`config.mk`:
```
export PLATFORM = sky130hd
export DESIGN_NAME = iob_rom_streamer
export DESIGN_NICKNAME = d
export VERILOG_FILES = /design/src/rtl/iob_rom_streamer_pkg.sv /design/src/rtl/iob_rom_stream_fifo.sv /design/src/rtl/iob_rom_streamer.sv
export SDC_FILE = /design/constraint.sdc
export NUM_CORES = 1
export LEC_CHECK = 0
export BUFFER_PORTS_ARGS = -buffer_cell sky130_fd_sc_hd__buf_2
export CAP_MARGIN = 20
export CORE_ASPECT_RATIO = 1.2
export CORE_MARGIN = 3
export CORE_UTILIZATION = 57
export CTS_BUF_LIST = sky130_fd_sc_hd__clkbuf_4
export DETAILED_ROUTE_END_ITERATION = 10
export PLACE_DENSITY = 0.86
export SLEW_MARGIN = 20
export SYNTH_ARGS = -nofsm -noshare
export SYNTH_HDL_FRONTEND = slang
export SYNTH_SLANG_ARGS = --single-unit
```
`constraint.sdc`:
```
create_clock -name clk -period 4.3 [get_ports clk]
set_clock_uncertainty 0.15 [all_clocks]
set_input_delay 0 -clock clk [delete_from_list [all_inputs] [get_ports clk]]
set_output_delay 0 -clock clk [all_outputs]
set_load 0.03 [all_outputs]
```
`src/rtl/iob_rom_streamer_pkg.sv`:
```
// Shared types and constants for the ROM read streamer.
package iob_rom_streamer_pkg;

    typedef enum logic [1:0] {
        ST_IDLE  = 2'd0,
        ST_RUN   = 2'd1,
        ST_DRAIN = 2'd2
    } state_e;

    localparam int SFIFO_DEPTH = 2;

endpackage

```
`src/rtl/iob_rom_stream_fifo.sv`:
```
// Two-entry synchronous FIFO buffering ROM words ahead of the stream port.
module iob_rom_stream_fifo
    import iob_rom_streamer_pkg::*;
#(
    parameter int DATA_W = 8
) (
    input  logic                                 clk,
    input  logic                                 rst,
    input  logic                                 push_i,
    input  logic [DATA_W-1:0]                    wdata_i,
    input  logic                                 pop_i,
    output logic [DATA_W-1:0]                    rdata_o,
    output logic                                 full_o,
    output logic                                 empty_o,
    output logic [$clog2(SFIFO_DEPTH+1)-1:0]     count_o
);

    localparam int CNT_W = $clog2(SFIFO_DEPTH + 1);
    localparam int PTR_W = $clog2(SFIFO_DEPTH);

    logic [DATA_W-1:0] mem_q [SFIFO_DEPTH];
    logic [PTR_W-1:0]  wr_q;
    logic [PTR_W-1:0]  rd_q;
    logic [CNT_W-1:0]  cnt_q;
    logic              push_ok;
    logic              pop_ok;

    // A push into a full FIFO is only legal when the head leaves the same cycle.
    assign push_ok = push_i && (!full_o || pop_i);
    assign pop_ok  = pop_i && !empty_o;

    always_ff @(posedge clk) begin
        if (rst) begin
            for (int i = 0; i < SFIFO_DEPTH; i++) begin
                mem_q[i] <= '0;
            end
            wr_q  <= '0;
            rd_q  <= '0;
            cnt_q <= '0;
        end else begin
            if (push_ok) begin
                mem_q[wr_q] <= wdata_i;
                wr_q        <= wr_q + PTR_W'(1);
            end
            if (pop_ok) begin
                rd_q <= rd_q + PTR_W'(1);
            end
            unique case ({push_ok, pop_ok})
                2'b10:   cnt_q <= cnt_q + CNT_W'(1);
                2'b01:   cnt_q <= cnt_q - CNT_W'(1);
                default: cnt_q <= cnt_q;
            endcase
        end
    end

    assign rdata_o = mem_q[rd_q];
    assign full_o  = (cnt_q == CNT_W'(SFIFO_DEPTH));
    assign empty_o = (cnt_q == '0);
    assign count_o = cnt_q;

endmodule

```
`src/rtl/iob_rom_streamer.sv`:
```
// Walks a ROM address range and streams the words out on valid/ready with last.
module iob_rom_streamer
    import iob_rom_streamer_pkg::*;
#(
    parameter int DATA_W = 8,
    parameter int ADDR_W = 4,
    parameter int LEN_W  = ADDR_W + 1
) (
    input  logic              clk,
    input  logic              rst,
    input  logic              start,
    input  logic [ADDR_W-1:0] base_addr,
    input  logic [LEN_W-1:0]  len,
    output logic              busy,
    output logic              done,
    output logic              rom_r_en,
    output logic [ADDR_W-1:0] rom_addr,
    input  logic [DATA_W-1:0] rom_r_data,
    output logic              m_valid,
    input  logic              m_ready,
    output logic [DATA_W-1:0] m_data,
    output logic              m_last
);

    localparam int CNT_W = $clog2(SFIFO_DEPTH + 1);
    localparam logic [CNT_W:0] CREDITS = (CNT_W + 1)'(SFIFO_DEPTH);

    state_e            state_q;
    logic [ADDR_W-1:0] addr_q;
    logic [ADDR_W-1:0] addr_d;
    logic [LEN_W-1:0]  len_q;
    logic [LEN_W-1:0]  issued_q;
    logic [LEN_W-1:0]  issued_d;
    logic [LEN_W-1:0]  out_cnt_q;
    logic [LEN_W-1:0]  out_cnt_d;
    logic              inflight_q;
    logic              busy_q;
    logic              done_q;

    logic              fifo_full;
    logic              fifo_empty;
    logic [CNT_W-1:0]  fifo_cnt;
    logic [DATA_W-1:0] fifo_head;
    logic              pop;
    logic              rd_issue;
    logic              last_issue;
    logic [CNT_W:0]    pending;

    assign pop = m_valid & m_ready;

    // Words already buffered or on their way, after this cycle's pop.
    assign pending = {1'b0, fifo_cnt}
                   + {{CNT_W{1'b0}}, inflight_q}
                   - {{CNT_W{1'b0}}, pop};

    assign rd_issue = (state_q == ST_RUN)
                   && (issued_q != len_q)
                   && (pending < CREDITS)
                   && !(fifo_full && !pop);

    always_comb begin
        addr_d    = addr_q;
        issued_d  = issued_q;
        out_cnt_d = out_cnt_q;
        if (rd_issue) begin
            addr_d   = addr_q + ADDR_W'(1);
            issued_d = issued_q + LEN_W'(1);
        end
        if (pop) begin
            out_cnt_d = out_cnt_q + LEN_W'(1);
        end
    end

    assign last_issue = rd_issue && (issued_d == len_q);

    always_ff @(posedge clk) begin
        if (rst) begin
            state_q    <= ST_IDLE;
            addr_q     <= '0;
            len_q      <= '0;
            issued_q   <= '0;
            out_cnt_q  <= '0;
            inflight_q <= 1'b0;
            busy_q     <= 1'b0;
            done_q     <= 1'b0;
        end else begin
            addr_q     <= addr_d;
            issued_q   <= issued_d;
            out_cnt_q  <= out_cnt_d;
            inflight_q <= rd_issue;
            done_q     <= 1'b0;
            unique case (state_q)
                ST_IDLE: begin
                    if (start) begin
                        if (len != '0) begin
                            addr_q    <= base_addr;
                            len_q     <= len;
                            issued_q  <= '0;
                            out_cnt_q <= '0;
                            busy_q    <= 1'b1;
                            state_q   <= ST_RUN;
                        end else begin
                            done_q <= 1'b1;
                        end
                    end
                end
                ST_RUN: begin
                    if (last_issue) begin
                        state_q <= ST_DRAIN;
                    end
                end
                ST_DRAIN: begin
                    if (pop && m_last) begin
                        state_q <= ST_IDLE;
                        busy_q  <= 1'b0;
                        done_q  <= 1'b1;
                    end
                end
                default: state_q <= ST_IDLE;
            endcase
        end
    end

    iob_rom_stream_fifo #(
        .DATA_W (DATA_W)
    ) u_fifo (
        .clk     (clk),
        .rst     (rst),
        .push_i  (inflight_q),
        .wdata_i (rom_r_data),
        .pop_i   (pop),
        .rdata_o (fifo_head),
        .full_o  (fifo_full),
        .empty_o (fifo_empty),
        .count_o (fifo_cnt)
    );

    assign busy     = busy_q;
    assign done     = done_q;
    assign rom_r_en = rd_issue;
    assign rom_addr = addr_q;
    assign m_valid  = !fifo_empty;
    assign m_data   = fifo_head;
    assign m_last   = m_valid && ((out_cnt_q + LEN_W'(1)) == len_q);

endmodule

```
; After elaboration in Yosys (flattened, before gate mapping)
; Memories as Yosys holds them, arrays and structs flattened. A register that Yosys moved wholly into a read port is not among the register bits.
; Index checks and enable logic that the tools add are counted.
[totals]
latchBits = 0
romBits = 0
regBits = 28
inputBits = 21
mem_bits_rw = 16
n_memories = 1
word_cells = 94
[mem_list]
columns = memory, depth, word_bits, rd, rd_clocked_by_memory_dff, write_ports, line_no
row1 = u_fifo.mem_q, 2, 8, 1, 1, 2, iob_rom_stream_fifo.sv:21  ; logic [DATA_W-1:0] mem_q [SFIFO_DEPTH];
[op_classes]
shifts = 0
eq_ne = 12
n_addsub = 9
n_div = 0
mux = 36
magnitude_cmp = 1
reduce_logical = 23
mul = 0
bitwise = 1
[ops]
columns = cell, n
row1 = 2-to-1 mux 5 bit, 8
row2 = 2-to-1 mux 4 bit, 4
row3 = 2-to-1 mux 1 bit, 15
row4 = "adder 5 x 1 -> 5 bit, second input constant", 2
row5 = == test 5 bit, 2
row6 = logical AND 1 bit, 9
row7 = 2-to-1 mux 2 bit, 4
row8 = 2-to-1 mux 8 bit, 1
row9 = "inequality test 2 bit, second input constant", 4
row10 = AND reduction 4 bit, 2
row11 = OR reduction 8 bit, 1
row12 = "== test 2 bit, second input constant", 3
row13 = one-hot mux 2 bit (3 select lines), 1
row14 = inequality test 5 bit, 1
row15 = nonzero test 5 bit, 1
row16 = "adder 4 x 1 -> 4 bit, second input constant", 1
row17 = "== test 2 x 1 -> 1 bit, second input constant", 2
row18 = zero test 1 bit, 4
row19 = zero test 2 bit, 2
row20 = one-hot mux 1 bit (2 select lines), 2
row21 = one-hot mux 2 bit (2 select lines), 1
row22 = nonzero test 2 bit, 2
row23 = adder 2 x 1 -> 3 bit, 1
row24 = "less-than comparator 3 x 2 -> 1 bit, second input constant", 1
row25 = 7 further kinds, 8

; Logic depth before layout (Yosys ltp)
[logic_depth]
word_depth = 12
mapped_depth = 13

; Hierarchy
; From an unflattened synthesis, not the netlist that was laid out.
[hier_totals]
hier_cells = 221
hier_area_um2 = 2296.0
[modules_own_cells]
columns = mod, cells_per_inst, seq_area_each_um2, area_each_um2, instances
row1 = iob_rom_streamer, 153, 480.5, 1347.5, 1
row2 = iob_rom_stream_fifo, 68, 580.6, 948.4, 1

; Worst setup path before layout
; Ideal clock, no wire load.
[synth_path]
path_kind = register to register
start = register u_fifo.cnt_q[1] (netlist: u_fifo.count_o[1])
end = register addr_q[3] (netlist: rom_addr[3])
arrival_time_ps = 2864
setup_slack_ps = 1198
n_path_buf = 0
stages_incl_launch_ff = 13
t_required_ps = 4062
synth_period_minus_slack_ps = 3102
setup_ps = 88
path_cell_list = dfxtp_1 -> nor2_1 -> inv_1 -> nand2_1 -> inv_1 -> ha_1 -> nand2b_1 -> fa_1 -> xor2_1 -> a211oi_2 -> o21ai_2 -> or3_1 -> a311oi_2
[synth_via]
elab_chain_cells = 11
elab_cells_between_ends = 16
classes_between = add/sub (2) / order compare (1) / eq/ne (1) / mux (4) / bitwise (1) / reduce/logical (7)
[synth_lines]
columns = element, line_no
row1 = start: declaration, iob_rom_stream_fifo.sv:24  ; logic [CNT_W-1:0] cnt_q;
row2 = start signal: assignment, iob_rom_stream_fifo.sv:49  ; 2'b10: cnt_q <= cnt_q + CNT_W'(1);
row3 = start signal: assignment, iob_rom_stream_fifo.sv:50  ; 2'b01: cnt_q <= cnt_q - CNT_W'(1);
row4 = start signal: assignment, iob_rom_stream_fifo.sv:51  ; default: cnt_q <= cnt_q;
row5 = zero test 2 bit *, iob_rom_stream_fifo.sv:58  ; assign empty_o = (cnt_q == '0);
row6 = zero test 1 bit *, iob_rom_streamer.sv:142  ; assign m_valid = !fifo_empty;
row7 = via m_valid, iob_rom_streamer.sv:19  ; output logic m_valid,
row8 = bitwise AND 1 bit *, iob_rom_streamer.sv:49  ; assign pop = m_valid & m_ready;
row9 = subtractor 3 x 1 -> 3 bit / zero test 1 bit (equally long branches), "iob_rom_streamer.sv:54, iob_rom_streamer.sv:59"
row10 = less-than comparator 3 x 2 -> 1 bit / logical AND 1 bit (equally long branches), "iob_rom_streamer.sv:58, iob_rom_streamer.sv:59"
row11 = logical AND 1 bit / zero test 1 bit (equally long branches), "iob_rom_streamer.sv:58, iob_rom_streamer.sv:59"
row12 = logical AND 1 bit *, iob_rom_streamer.sv:59  ; && !(fifo_full && !pop);
row13 = 2-to-1 mux 4 bit *, iob_rom_streamer.sv:65  ; if (rd_issue) begin
row14 = 2-to-1 mux 4 bit, iob_rom_streamer.sv:95  ; if (len != '0) begin
row15 = 2-to-1 mux 4 bit, iob_rom_streamer.sv:94  ; if (start) begin
row16 = 2-to-1 mux 4 bit *, iob_rom_streamer.sv:92  ; unique case (state_q)
row17 = end signal: assignment, iob_rom_streamer.sv:87  ; addr_q <= addr_d;
row18 = end signal: assignment, iob_rom_streamer.sv:96  ; addr_q <= base_addr;
row19 = end: declaration, iob_rom_streamer.sv:29  ; logic [ADDR_W-1:0] addr_q;
; Mark *: on every way through the listed nets, which the timed path passes. The rest lies on a longest branch.
; A chain may end at the register's enable or synchronous reset.

; Final worst setup path
[layout_path]
start = register u_fifo.cnt_q[1] (netlist: u_fifo.count_o[1])
end = register addr_q[3] (netlist: rom_addr[3])
[layout_via]
elab_chain_cells = 11
elab_cells_between_ends = 16
classes_between = add/sub (2) / order compare (1) / eq/ne (1) / mux (4) / bitwise (1) / reduce/logical (7)
[layout_lines]
columns = element, line_no
row1 = zero test 2 bit, iob_rom_stream_fifo.sv:58
row2 = zero test 1 bit, iob_rom_streamer.sv:142
row3 = bitwise AND 1 bit, iob_rom_streamer.sv:49
row4 = subtractor 3 x 1 -> 3 bit / zero test 1 bit (equally long branches), "iob_rom_streamer.sv:54, iob_rom_streamer.sv:59"
row5 = less-than comparator 3 x 2 -> 1 bit / logical AND 1 bit (equally long branches), "iob_rom_streamer.sv:58, iob_rom_streamer.sv:59"
row6 = logical AND 1 bit / zero test 1 bit (equally long branches), "iob_rom_streamer.sv:58, iob_rom_streamer.sv:59"
row7 = logical AND 1 bit *, iob_rom_streamer.sv:59
row8 = 2-to-1 mux 4 bit *, iob_rom_streamer.sv:65
row9 = 2-to-1 mux 4 bit, iob_rom_streamer.sv:95
row10 = 2-to-1 mux 4 bit, iob_rom_streamer.sv:94
row11 = 2-to-1 mux 4 bit *, iob_rom_streamer.sv:92
; Every way passes the cells marked *; elsewhere a longest branch is shown, timed or not.

==> run_results.csv <==
group,metric,value,unit
global_routing,grt_pass1_wl,8420,µm
clocking,cts_resized,0,
synth,ys_async_sr_fraction,0,%
pwr,power.internal,0.623,mW
place,routabilityCongestion,0.837,
timing,period_minus_slack,3.77,ns
pwr,pwr_density_cell,330,nW/µm²
final_layout,nNetsFinal,313,
floorplan,core,3690,µm²
timing,tightest_slew,0.890,ns
clocking,clkSinkCount,45,
timing,setup_viol,0,
route,wire_per_inst,15.1,µm
synth,synth.ff_latch_count,45,
final_layout,antenna_cells,0,
global_routing,grt_pass1_vias,1871,
clocking,cts.path.max_buffers,2,
synth,synth_area_leader_cell,"dfxtp_1",
synth,synth_nets,248,
final_layout,area_growth,24.9,%
synth,synth_cells,221,
worst_setup_path,crit_required,4.46,ns
final_layout,drive_gt1_share,22.3,%
clocking,clkTransAtPathRegs,0.14,ns
worst_setup_path,critPathLaunchType,"register",
synth,synthTopCellsByArea,"dfxtp_1, edfxtp_1, xor2_1, xnor2_1, and2_1",
pwr,p_leak,1.14,nW
synth,synth_top_area_share,25.9,%
route,met1_length,1960,µm
clocking,clock_latency,0.36,ns
worst_setup_path,crit_path_max_fanout,9,
timing,fmax,265,MHz
timing,fin_tns_setup,0,ns
floorplan,io_pins,38,
pwr,switching_share,32.3,%
synth,synth_edf_count,16,
timing,hold_viol_final,0,
pwr,p_clk_share,22.5,%
floorplan,dieHeight,74.6,µm
synth,seq_area_frac_synth,47.4,%
worst_setup_path,critPathMaxStageDelay,0.59,ns
pwr,p_sw,0.298,mW
global_routing,antenna_found_initial,0,
pwr,ir_drop,0.224,mV
floorplan,start_util,60.6,%
timing,min_period_over_period,87.7,%
route,routed.top_layer,"met4",
route,routed-wl-met2,2760,µm
global_routing,grt_util_all_layers,23.1,%
route,via_per_inst,5.38,
worst_setup_path,crit_type,"reg -> reg",
route,met3WireLength,254,µm
timing,drv_slew,0,
final_layout,seq_area,1060,µm²
worst_setup_path,path_cells,"nor2_1, inv_1, nand2_1, inv_1, ha_1, nand2b_1, fa_1, xor2_1, a211oi_2, o21ai_2, or3_1, a311oi_2, dlygate4sd3_1",
route,routed_wl,5120,µm
synth,yosysWarnings,0,
synth,ys_top_cells_by_count,"dfxtp_1, nor2_1, and2_1, edfxtp_1, nand2_1",
route,drtIter0Drc,60,
worst_setup_path,cp-end-kind,"register",
synth,yosysMostFrequentCell,"dfxtp_1",
worst_hold_path,hp-class,"in -> reg",
global_routing,gr-total-overflow,0,
route,drcViolationCount,0,
clocking,ctsRootBufferMaster,"clkbuf_4",
route,dr.pass1.iters,4,
clocking,h-tree-depth,2,
place,port_buffers,37,
timing,whs,0.241,ns
timing,grt_setup_unrepaired,"no",
synth,synth_cell_types,49,
pwr,pwr-share-seq,53.4,%
synth,synth.cell_area,2240,µm²
final_layout,fillers,260,
worst_setup_path,cpMaxStageDelayCell,"dlygate4sd3_1",
clocking,cts_tree,"done",
clocking,numCtsBuffers,5,
pwr,p_comb_share,24.1,%
global_routing,grt_start_max_net_pins,23,
flow_run,drv_cap,0,
route,drtAntennaViolNets,0,
floorplan,die_width,63.2,µm
worst_setup_path,crit_top_cell,"inv_1",
synth,synth_top_flop_cell,"dfxtp_1",
route,vias,1824,
timing,slew_headroom,40.5,%
worst_setup_path,worstPathArrival,3.93,ns
floorplan,num_rows,24,
outcome,outcome,"finished clean",
floorplan,die_area,4720,µm²
synth,postSynthAreaPerCell,10.1,µm²
place,dpl.hpwl,3320,µm
final_layout,multiInputGateArea,1120,µm²
cell type report:
type                            count  area share, %
Clock buffer                        5           1.34
Sequential cell                    45           38.0
Inverter                            7          0.940
Tap cell                           52           2.33
Timing Repair Buffer               65           16.7
Multi-Input combinational cell    162           40.0
Clock inverter                      3          0.806
power groups by stage:
stage / Sequential [mW] / Clock (mW) / Combinational [mW]
after floorplan: 0.502 / 0 / 0.140
after global placement: 0.500 / 0 / 0.190
after detailed placement: 0.501 / 0 / 0.195
after CTS: 0.491 / 0.211 / 0.219
after global routing: 0.496 / 0.227 / 0.242
final: 0.492 / 0.208 / 0.222
final timing paths:
| check | start | endpoint | slack (ns) | cells past startpoint |
|---|---|---|---|---|
| worst max-delay path | u_fifo.count_o[1]$_SDFFE_PP0P_ | rom_addr[3]$_SDFF_PP0_ | 0.53 | 13 |
| worst max register to register | u_fifo.count_o[1]$_SDFFE_PP0P_ | rom_addr[3]$_SDFF_PP0_ | 0.53 | 13 |
| worst min register to register | out_cnt_q[1]$_SDFF_PP0_ | out_cnt_q[1]$_SDFF_PP0_ | 0.35 | 2 |
| worst min-delay path | len[2] | len_q[2]$_SDFFE_PP0P_ | 0.24 | 3 |
stage by stage:
stage	cell area [µm²]	power, mW	std cells	worst slack, ns	utilization [%]
after floorplan	2240	0.643	221	1.20	-
after global placement	2450	0.690	303	1.29	66.5
after detailed placement	2450	0.696	303	1.15	66.5
after CTS	2800	0.921	339	0.589	75.7
final	2800	0.921	339	0.529	75.7
after global routing	2800	0.964	339	0.273	75.7
registers in the layout, summed over array words and instances, names as in the netlist, named ones only:
register,flops
issued_q,5
busy,1
u_fifo.rd_q,1
done,1
u_fifo.mem_q,16
u_fifo.wr_q,1
inflight_q,1
out_cnt_q,5
rom_addr,4
u_fifo.count_o,2
state_q,2
len_q,5
cell usage in the layout, fill, tap and decap left out, types with 2 or more instances in the layout:
master         netlist  layout
buf_2                3      37
dfxtp_1             29      29
dlygate4sd3_1        0      28
nor2_1              22      22
and2_1              16      16
edfxtp_1            16      16
nand2_1             14      14
xor2_1              13      13
xnor2_1             12      12
a21oi_1              8       8
mux2_2               8       8
or3_1                7       7
o21ai_0              6       6
inv_1                5       5
nand3_1              5       5
ha_1                 5       5
clkbuf_4             0       5
nor4_1               4       4
a22o_1               4       4
nand4b_1             3       3
a211oi_1             3       3
nor3_1               3       3
clkinvlp_4           0       3
and3b_1              2       2
nor2_2               2       2
or2_2                2       2
o211ai_1             2       2
o21a_1               2       2
worst max-delay path, delay by kind of cell, from the launching register on:
kind	cells	cell delay, ns
simple gates	4	0.88
compound gates	3	0.73
xor+xnor	1	0.16
fa+ha+maj	2	0.64
flops	1	0.42
buf+inv	3	0.73
cells by family (layout without fill, tap and decap cells):
group | after synthesis | count (layout) | synth area share (%)
XOR/XNOR | 25 | 25 | 9.78
AO/OA/AOI/OAI | 33 | 33 | 10.5
adder cells (fa/ha/maj) | 6 | 6 | 3.69
AND/OR/NAND/NOR | 89 | 89 | 21.5
flip-flops | 45 | 45 | 47.4
multiplexers | 9 | 9 | 4.47
buffers and inverters | 14 | 80 | 2.68
layer usage:
layer,up-vias,global-route usage (%)
li1,908,-
met1,838,23.8
met2,59,44.3
met3,19,5.67
met4,0,11.3
met5,-,0
what timing repair did:
item                      CTS  global route
hold buffers               28             0
hold endpoints to repair   37             0
buffers inserted            0             0
Note: power is estimated with default switching activity, not from simulation.
